<file path="src/rtl/csa_pkg.sv">
// Shared encodings and helpers for the pipelined carry-select adder.
package csa_pkg;

  localparam logic OP_ADD = 1'b0;
  localparam logic OP_SUB = 1'b1;

  // Subtract is a + ~b + 1, so an active-high borrow-in becomes an inverted carry-in.
  function automatic logic eff_carry_in(input logic op_sub, input logic c_in);
    return (op_sub == OP_SUB) ? ~c_in : c_in;
  endfunction

endpackage

</file>
<file path="src/rtl/csa_block.sv">
// Combinational BLOCK_W-bit dual-result adder: both candidate sums for carry-in 0 and 1.
module csa_block #(
  parameter int BLOCK_W = 4
) (
  input  logic [BLOCK_W-1:0] a,
  input  logic [BLOCK_W-1:0] b,
  output logic [BLOCK_W-1:0] sum0,
  output logic               carry0,
  output logic [BLOCK_W-1:0] sum1,
  output logic               carry1
);

  assign {carry0, sum0} = {1'b0, a} + {1'b0, b};
  assign {carry1, sum1} = {1'b0, a} + {1'b0, b} + (BLOCK_W + 1)'(1);

endmodule

</file>
<file path="src/rtl/csa_pipe_adder.sv">
// Two-stage pipelined carry-select adder/subtractor with valid/ready on both sides.
// Optional signed-overflow output enabled by defining OVERFLOW_FLAG_EN.
module csa_pipe_adder
  import csa_pkg::*;
#(
  parameter  int BLOCK_W  = 4,
  parameter  int N_BLOCKS = 2,
  localparam int WIDTH    = BLOCK_W * N_BLOCKS
) (
  input  logic             clk,
  input  logic             rst_n,
  input  logic             in_valid,
  output logic             in_ready,
  input  logic [WIDTH-1:0] a,
  input  logic [WIDTH-1:0] b,
  input  logic             c_in,
  input  logic             op_sub,
  output logic             out_valid,
  input  logic             out_ready,
  output logic [WIDTH-1:0] s,
  output logic             c_out
`ifdef OVERFLOW_FLAG_EN
  ,
  output logic             ovf
`endif
);

  typedef struct packed {
    logic [BLOCK_W-1:0] sum0;
    logic [BLOCK_W-1:0] sum1;
    logic               carry0;
    logic               carry1;
  } csa_blk_t;

  logic [WIDTH-1:0] b_eff;
  logic             cin_eff;
  logic             accept;
  logic             advance1;
  logic             advance2;
  logic             v1;
  logic             cin_q;
  csa_blk_t         blk_d [N_BLOCKS];
  csa_blk_t         blk_q [N_BLOCKS];
  logic [WIDTH-1:0] s_next;
  logic             c_next;

  assign b_eff   = (op_sub == OP_SUB) ? ~b : b;
  assign cin_eff = eff_carry_in(op_sub, c_in);

  assign advance2 = !out_valid || out_ready;
  assign advance1 = !v1 || advance2;
  assign in_ready = advance1;
  assign accept   = in_valid && in_ready;

  for (genvar k = 0; k < N_BLOCKS; k++) begin : g_blk
    csa_block #(
      .BLOCK_W(BLOCK_W)
    ) u_blk (
      .a      (a[k*BLOCK_W +: BLOCK_W]),
      .b      (b_eff[k*BLOCK_W +: BLOCK_W]),
      .sum0   (blk_d[k].sum0),
      .carry0 (blk_d[k].carry0),
      .sum1   (blk_d[k].sum1),
      .carry1 (blk_d[k].carry1)
    );
  end

  always_ff @(posedge clk or negedge rst_n) begin
    if (!rst_n) begin
      v1 <= 1'b0;
    end else if (advance1) begin
      v1 <= accept;
    end
  end

  // Stage-1 data only moves on an accepted beat, so it needs no reset.
  always_ff @(posedge clk) begin
    if (accept) begin
      blk_q <= blk_d;
      cin_q <= cin_eff;
    end
  end

`ifdef OVERFLOW_FLAG_EN
  logic msb_x_q;

  // a^b_eff at the MSB; XOR with the final MSB sum recovers the carry into the MSB.
  always_ff @(posedge clk) begin
    if (accept) begin
      msb_x_q <= a[WIDTH-1] ^ b_eff[WIDTH-1];
    end
  end
`endif

  always_comb begin : resolve
    logic sel;
    sel    = cin_q;
    s_next = '0;
    for (int k = 0; k < N_BLOCKS; k++) begin
      s_next[k*BLOCK_W +: BLOCK_W] = sel ? blk_q[k].sum1 : blk_q[k].sum0;
      sel = sel ? blk_q[k].carry1 : blk_q[k].carry0;
    end
    c_next = sel;
  end

  // Result registers only load with a valid beat, keeping outputs X-free and stable in stalls.
  always_ff @(posedge clk or negedge rst_n) begin
    if (!rst_n) begin
      out_valid <= 1'b0;
      s         <= '0;
      c_out     <= 1'b0;
`ifdef OVERFLOW_FLAG_EN
      ovf       <= 1'b0;
`endif
    end else if (advance2) begin
      out_valid <= v1;
      if (v1) begin
        s     <= s_next;
        c_out <= c_next;
`ifdef OVERFLOW_FLAG_EN
        ovf   <= msb_x_q ^ s_next[WIDTH-1] ^ c_next;
`endif
      end
    end
  end

endmodule
</file>
<file path="config.mk">
export PLATFORM = sky130hd
export DESIGN_NAME = csa_pipe_adder
export DESIGN_NICKNAME = d
export VERILOG_FILES = /design/src/rtl/csa_pkg.sv /design/src/rtl/csa_block.sv /design/src/rtl/csa_pipe_adder.sv
export SDC_FILE = /design/constraint.sdc
export NUM_CORES = 1
export LEC_CHECK = 0
export CAP_MARGIN = 20
export CORE_AREA = 8 8 80 90
export DETAILED_ROUTE_END_ITERATION = 16
export DIE_AREA = 0 0 88 98
export PLACE_DENSITY = 0.53
export RECOVER_POWER = 100
export SETUP_SLACK_MARGIN = 0.5
export SLEW_MARGIN = 20
export SYNTH_ARGS = -nofsm -noshare
export SYNTH_HDL_FRONTEND = slang
export SYNTH_SLANG_ARGS = --single-unit
</file>
<file path="constraint.sdc">
create_clock -name clk -period 4.95 [get_ports clk]
set_clock_uncertainty 0.15 [all_clocks]
set_input_delay 1.2375 -clock clk [delete_from_list [all_inputs] [get_ports clk]]
set_output_delay 1.2375 -clock clk [all_outputs]
set_load 0.05 [all_outputs]
</file>
==> summary.txt, run 1 <==
Yosys
  • Avg Cell Area, Syn: 12.98 sq um
  • FF+latch count, synth: 32
  • Syn_nets: 162
  • Synth unique cells: 22
  • Sequential share of the synthesized area: 54.52%
  • Post-synthesis instance total: 128
  • Cell accounting for the most synthesized area: edfxtp_1
  • Synthesis Warnings: 0
  • Top cell type's share of synthesized area: 37.95%
  • Async set or reset register ratio after synthesis: 34.38%
  • Netlist Area Pre-Place: 1662 sq um
  • Main flop type after synthesis: edfxtp_1
  • Top cells by area, synth: edfxtp_1, dfrtp_1, ha_1, xor2_1, mux2i_1
  • Post-synth EDFFs: 21

Worst hold path
  • Hold-critical path depth: 2
  • Hold WC Path Type: flip-flop to flip-flop
  • Worst hold start: s[2]
  • Hold EP: s[2]

Clock tree
  • Clock Tree Buf Depth: 2
  • CTS resizes: 0
  • Clock transition at path regs: 0.06 ns
  • CTS Hold Bufs: 0
  • Clk sinks: 32
  • Worst-Skew Late Latency: 0.28 ns
  • Total CTS buffers: 5
  • TritonCTS clock tree: built
  • Post-CTS Setup Inserts: 0
  • Root Buffer: clkbuf_8
  • H-tree depth: 2

Final layout
  • Most frequent cells in the layout: edfxtp_1, clkdlybuf4s50_1, dlygate4sd3_1, xor2_1
  • Filler Cell Count: 576
  • Non-Filler Instances: 245
  • # diodes: 0
  • Final core occ: 36.47%
  • FF/Latch Area: 905.9 sq um
  • Final instance area: 2122 sq um
  • Nets: 198
  • P&R area growth vs syn: 27.71%
  • Most common cell after layout, fill and taps aside: edfxtp_1
  • Multi-input logic area: 674.4 sq um
  • Layout cells sized above 1: 4.242%

Worst setup path
  • CP max stage cell: dlygate4sd3_1
  • Worst Reg-to-Reg Cells: 2
  • CP peak stage delay: 0.88 ns
  • Most used cell, CP: dlygate4sd3_1
  • Buf+Inv Stages, Crit Path: 2
  • CP Launch Type: primary input
  • Crit Reg-Reg Startpoint: v1
  • CP Class: primary input to output port
  • CP delay by family, top: buffers and inverters
  • Setup crit end kind: output port
  • Reg2reg end: blk_q[10]
  • Crit path DAT: 2.78 ns
  • Crit-path cells: dlygate4sd3_1 -> nand3b_1 -> dlygate4sd3_1
  • CP Max Fanout: 3
  • R2R setup slack: 2.89 ns
  • Worst Path Required: 3.56 ns

Routing
  • Post-DR wirelength/cell: 11.00 um
  • Final wirelength: 2694 um
  • DRC: 0
  • Initial DRC Count: 45
  • Drt first pass iters: 2
  • Vias: 975
  • Post-DRT Antenna Nets: 0
  • Vias per Instance: 3.980

Floorplanning
  • Die height: 98 um
  • Num rows: 30
  • Die Span X: 88 um
  • IO Count: 33
  • Starting Density: 28.56%
  • Core box area: 5818 sq um
  • Die area: 8624 sq um

STA
  • Max-slew violation count: 0
  • Final Setup Violations: 0
  • Tcrit/Tclk final: 84.28%
  • Final worst slack: 0.7779 ns
  • RSZ-0062 raised after global routing: false
  • Max Freq: 0.2397 GHz
  • Setup_tns: 0 ns
  • Final Hold Viols: 0
  • Post-layout minimum cycle time: 4.172 ns
  • Slew @ Worst Pin: 1.300 ns
  • Worst slew margin: 13.28%

GRT
  • Met3 GRT Util: 2.017%
  • Tot GR Track Use: 6.907%
  • Largest net degree at the start of global routing: 22
  • Met2 track demand over resource: 10.85%
  • Grt met1 use: 7.917%
  • Total grt overflow: 0
  • Vias in the first global route: 1087
  • GRT busiest layer: met2
  • Initial antenna violation count: 0
  • First-pass GRT wire length: 4712 um

Power
  • PD cells: 382.2 nW/um^2
  • Worst VDD drop: 94.51 uV
  • Leak: 0.8797 nW

Status
  • Status: completed

Placed design
  • Routability Congestion: 0.6927
  • Port-buffer cells: 32
  • DP Worst Slack: 0.8949 ns
  • Detail Placement HPWL: 2177 um
  • Post-Place Cell Area: 2061 sq um
  • Dpl cells: 237

Job
  • MaxCap Viol Count: 0
sequential cells by signal (all words and copies together) (netlist names):
name	count
blk_q	20
s	8
c_out	1
cin_q	1
out_valid	1
v1	1
cells in the mapped netlist, types with 3 or more instances:
| cell type | number |
|---|---|
| dfrtp_1 | 11 |
| edfxtp_1 | 21 |
| ha_1 | 10 |
| inv_1 | 10 |
| mux2i_1 | 11 |
| nand2_1 | 10 |
| nand2b_1 | 5 |
| nand3_1 | 4 |
| nand3b_1 | 3 |
| o21ai_0 | 4 |
| o21ai_1 | 7 |
| xnor2_1 | 4 |
| xor2_1 | 13 |
power breakdown:
group          internal (mW)  leakage, nW  switching (mW)
Combinational         0.0982        0.507           0.159
Clock                 0.0973       0.0388          0.0899
Sequential             0.348        0.334          0.0187
tightest hold or removal path, cell delays in order (launching register included):
cell and delay (ns):
dfrtp_1 0.34, nand2_1 0.04, o21ai_0 0.06
metal layers:
layer,share of wire (%),up-vias
li1,-,511
met1,47,427
met2,45,33
met3,5.4,4
met4,2.2,0
met5,0,-
cell type report:
class	instances	share of cell area, %
tap	80	4.717
clock buffer	6	3.420
multi-input combinational	83	31.78
sequential	32	42.69
inverter	10	1.769
clock inverter	2	0.5307
timing repair buffer	32	15.09
cells by family after synthesis:
kind of cell / after synthesis / share of synthesized area [%]
compound gates: 15 / 5.271
xor+xnor: 19 / 10.92
fa+ha+maj: 12 / 9.940
buf+inv: 13 / 3.539
flops: 32 / 54.52
mux: 12 / 7.982
simple gates: 25 / 7.832
metrics by stage:
stage / hold slack (ns) / total power, mW
finish: 0.3245 / 0.8110
detailed placement: 0.3245 / 0.6506
global placement: 0.3138 / 0.6436
CTS: 0.3385 / 0.8420
floorplan: 0.3072 / 0.5629
global route: 0.3536 / 0.8567
worst max-delay path by stage:
stage          startpoint        end  slack (ns)  depth (start not counted)
6_report        out_ready   in_ready        0.78                          3
5_1_grt         out_ready   in_ready        0.73                          3
4_1_cts         out_ready   in_ready        0.90                          3
3_5_place_dp    out_ready   in_ready        0.89                          3
3_3_place_gp    out_ready   in_ready        0.92                          3
2_1_floorplan      op_sub  blk_q[10]        1.68                         10
No activity file was read; power rests on OpenSTA's default activity.
==> run 2, diff against run 1 <==
--- a/config.mk
+++ b/config.mk
@@ -9,7 +9,7 @@
 export CORE_AREA = 8 8 80 90
 export DETAILED_ROUTE_END_ITERATION = 16
 export DIE_AREA = 0 0 88 98
-export PLACE_DENSITY = 0.53
+export PLACE_DENSITY = 0.55
 export RECOVER_POWER = 100
 export SETUP_SLACK_MARGIN = 0.5
 export SLEW_MARGIN = 20
==> constraint.sdc (replaced) <==
create_clock -name clk -period 3.35 [get_ports clk]
set_clock_uncertainty 0.15 [all_clocks]
set_input_delay 0.8375 -clock clk [delete_from_list [all_inputs] [get_ports clk]]
set_output_delay 0.8375 -clock clk [all_outputs]
set_load 0.05 [all_outputs]
==> run 2 against run 1 <==
Net effect: critical path depth did not move; critical endpoint unchanged; first-iteration DRC count down 33%; clock-buffer cell count up 1; cell count increased by 4.1%; sequential power up 48%; sequential share of layout area decreased by 1.4 points; global-route usage increased by 0.25 points; hold slack worse by 0.0028 ns; die area did not move; core utilization rose by 1.2 points; setup slack got worse by 0.43 ns; routed wire length increased by 5.2%; largest cell class unchanged.
==> summary.txt, run 2 (synthesis results as in run 1) <==
Final layout
  • Nets: 208 (was 198)
  • # diodes: 0 (unchanged)
  • Max reg flops: 20 (unchanged)
  • Filler Cell Count: 573 (was 576)
  • Most frequent cells in the layout: edfxtp_1, dlygate4sd3_1, xor2_1, clkdlybuf4s50_1 (was edfxtp_1, clkdlybuf4s50_1, dlygate4sd3_1, xor2_1)
  • Layout cells sized above 1: 10.86% (was 4.242%)
  • Largest Register: blk_q (unchanged)
  • P&R area growth vs syn: 31.93% (was 27.71%)
  • Most common cell after layout, fill and taps aside: edfxtp_1 (unchanged)
  • Non-Filler Instances: 255 (was 245)
  • Final core occ: 37.68% (was 36.47%)
  • Biggest regs: blk_q (20), s (8) (unchanged)

GRT
  • Grt met1 use: 7.497% (was 7.917%)
  • Total grt overflow: 0 (unchanged)
  • Met3 GRT Util: 2.353% (was 2.017%)
  • GRT busiest layer: met2 (unchanged)
  • Initial antenna violation count: 0 (unchanged)
  • First-pass GRT wire length: 4905 um (was 4712 um)
  • Vias in the first global route: 1157 (was 1087)
  • Met2 track demand over resource: 11.77% (was 10.85%)
  • Largest net degree at the start of global routing: 22 (unchanged)
  • Tot GR Track Use: 7.159% (was 6.907%)

Worst setup path
  • CP Class: primary input to output port (unchanged)
  • CP peak stage delay: 0.53 ns (was 0.88 ns)
  • Reg2reg end: blk_q[11] (was blk_q[10])
  • Critical Path Stages: 3 (unchanged)
  • Crit path DAT: 2.02 ns (was 2.78 ns)
  • CP Max Fanout: 3 (unchanged)
  • CP delay by family, top: buffers and inverters (unchanged)
  • R2R setup slack: 1.35 ns (was 2.89 ns)
  • Setup crit end kind: output port (unchanged)
  • Buf+Inv Stages, Crit Path: 2 (unchanged)
  • Start point of the critical path: out_ready (unchanged)
  • CP max stage cell: dlygate4sd3_1 (unchanged)
  • Worst Path Required: 2.36 ns (was 3.56 ns)
  • Crit Reg-Reg Startpoint: v1 (unchanged)
  • Worst Reg-to-Reg Cells: 3 (was 2)
  • Crit path capture: in_ready (unchanged)
  • CP Launch Type: primary input (unchanged)
  • Crit-path cells: dlygate4sd3_1 -> nand3b_1 -> clkbuf_1 (was dlygate4sd3_1 -> nand3b_1 -> dlygate4sd3_1)

Routing
  • Vias: 1036 (was 975)
  • DRC: 0 (unchanged)
  • Final wirelength: 2833 um (was 2694 um)
  • Post-DRT Antenna Nets: 0 (unchanged)
  • Drt first pass iters: 4 (was 2)
  • Initial DRC Count: 30 (was 45)
  • Vias per Instance: 4.063 (was 3.980)
  • Post-DR wirelength/cell: 11.11 um (was 11.00 um)

STA
  • Post-layout minimum cycle time: 3.005 ns
  • RSZ-0062 raised after global routing: false (unchanged)
  • Max Freq: 0.3327 GHz
  • Final Setup Violations: 0 (unchanged)
  • Setup_tns: 0 ns (unchanged)
  • Final Hold Viols: 0 (unchanged)
  • Tcrit/Tclk final: 89.71%
  • Max-slew violation count: 0 (unchanged)
  • Worst slew margin: 27.68% (was 13.28%)
  • Slew @ Worst Pin: 1.085 ns (was 1.300 ns)
  • Final worst slack: 0.3447 ns (was 0.7779 ns)

Floorplanning
  • Die height: 98 um (unchanged)
  • Core box area: 5818 sq um (unchanged)
  • Starting Density: 28.56% (unchanged)
  • Die area: 8624 sq um (unchanged)
  • Die Span X: 88 um (unchanged)
  • IO Count: 33 (unchanged)
  • Num rows: 30 (unchanged)

Placed design
  • Dpl cells: 244 (was 237)
  • Routability Congestion: 0.6620 (was 0.6927)
  • DP Worst Slack: -0.03649 ns (was 0.8949 ns)
  • Port-buffer cells: 32 (unchanged)
  • Detail Placement HPWL: 2205 um (was 2177 um)

Job
  • MaxCap Viol Count: 0 (unchanged)

Power
  • Clock power share: 22.4% (was 23.1%)
  • Leak: 0.9292 nW (was 0.8797 nW)
  • PD cells: 562.0 nW/um^2 (was 382.2 nW/um^2)
  • Worst VDD drop: 144.4 uV (was 94.51 uV)
  • Comb power frac: 33.6% (was 31.7%)
  • Pint: 0.8309 mW (was 0.5437 mW)
  • Sw Pwr: 0.4011 mW (was 0.2673 mW)
  • Seq pwr share: 44.0% (was 45.2%)
  • Net Sw Frac: 32.55% (was 32.96%)

Clock tree
  • Clock Tree Buf Depth: 2 (unchanged)
  • Clock transition at path regs: 0.06 ns (about the same)
  • TritonCTS clock tree: built (unchanged)
  • Worst-Skew Late Latency: 0.28 ns (about the same)
  • Root Buffer: clkbuf_8 (unchanged)
  • H-tree depth: 2 (unchanged)
  • Clk sinks: 32 (unchanged)
  • Total CTS buffers: 5 (unchanged)

Status
  • Status: completed (unchanged)

Worst hold path
  • Hold WC Path Type: flip-flop to flip-flop (unchanged)
run 2: what timing repair did:
action	4_1_cts	5_1_grt
setup endpoints to repair	5	2
gates resized for setup	10	3
setup buffers	3	0
hold buffers	0	0
pin swaps	5	1
run 2: worst min-delay path by stage:
stage	from	cells after the start	to
6_report	s[4]	2	s[4]
5_1_grt	s[1]	2	s[1]
4_1_cts	s[4]	2	s[4]
3_5_place_dp	s[4]	2	s[4]
3_3_place_gp	s[0]	2	s[0]
2_1_floorplan	v1	1	out_valid
run 2: worst register-to-register path, delay by kind of cell (launching register included):
family                 cells  cell delay, ns
buffers and inverters      1            0.80
DFF                        1            0.39
and+or+nand+nor            2            0.27
run 2: metal layers:
layer  vias up  wire length (um)
met5         -                 0
met4         0                59
met3         4               191
met2        34              1284
met1       470              1298
li1        528                 -
run 2: stage by stage:
stage / instance area, sq um / power (mW) / hold WS (ns)
after global routing: 2192 / 1.302 / 0.3619
after detailed placement: 2123 / 0.9840 / 0.3253
after global placement: 2123 / 0.9727 / 0.3138
after CTS: 2246 / 1.280 / 0.3390
after floorplan: 1664 / 0.8321 / 0.3072
final: 2192 / 1.232 / 0.3218
run 2: cell type report:
cell class	count	area, sq um	share of cell area (%)
inverters	10	37.54	1.712
multi-input cells	83	689.4	31.45
clock inverters	1	5.005	0.2283
well taps	80	100.1	4.566
clock buffers	7	76.32	3.482
repair buffers	42	377.9	17.24
flip-flops and latches	32	905.9	41.32
run 2: power by group through the flow:
stage | sequential [mW] | clock (mW) | combinational, mW
2_1_floorplan | 0.647 | 0 | 0.185
3_3_place_gp | 0.549 | 0 | 0.423
3_5_place_dp | 0.553 | 0 | 0.431
4_1_cts | 0.545 | 0.285 | 0.450
5_1_grt | 0.550 | 0.300 | 0.451
6_report | 0.542 | 0.276 | 0.414
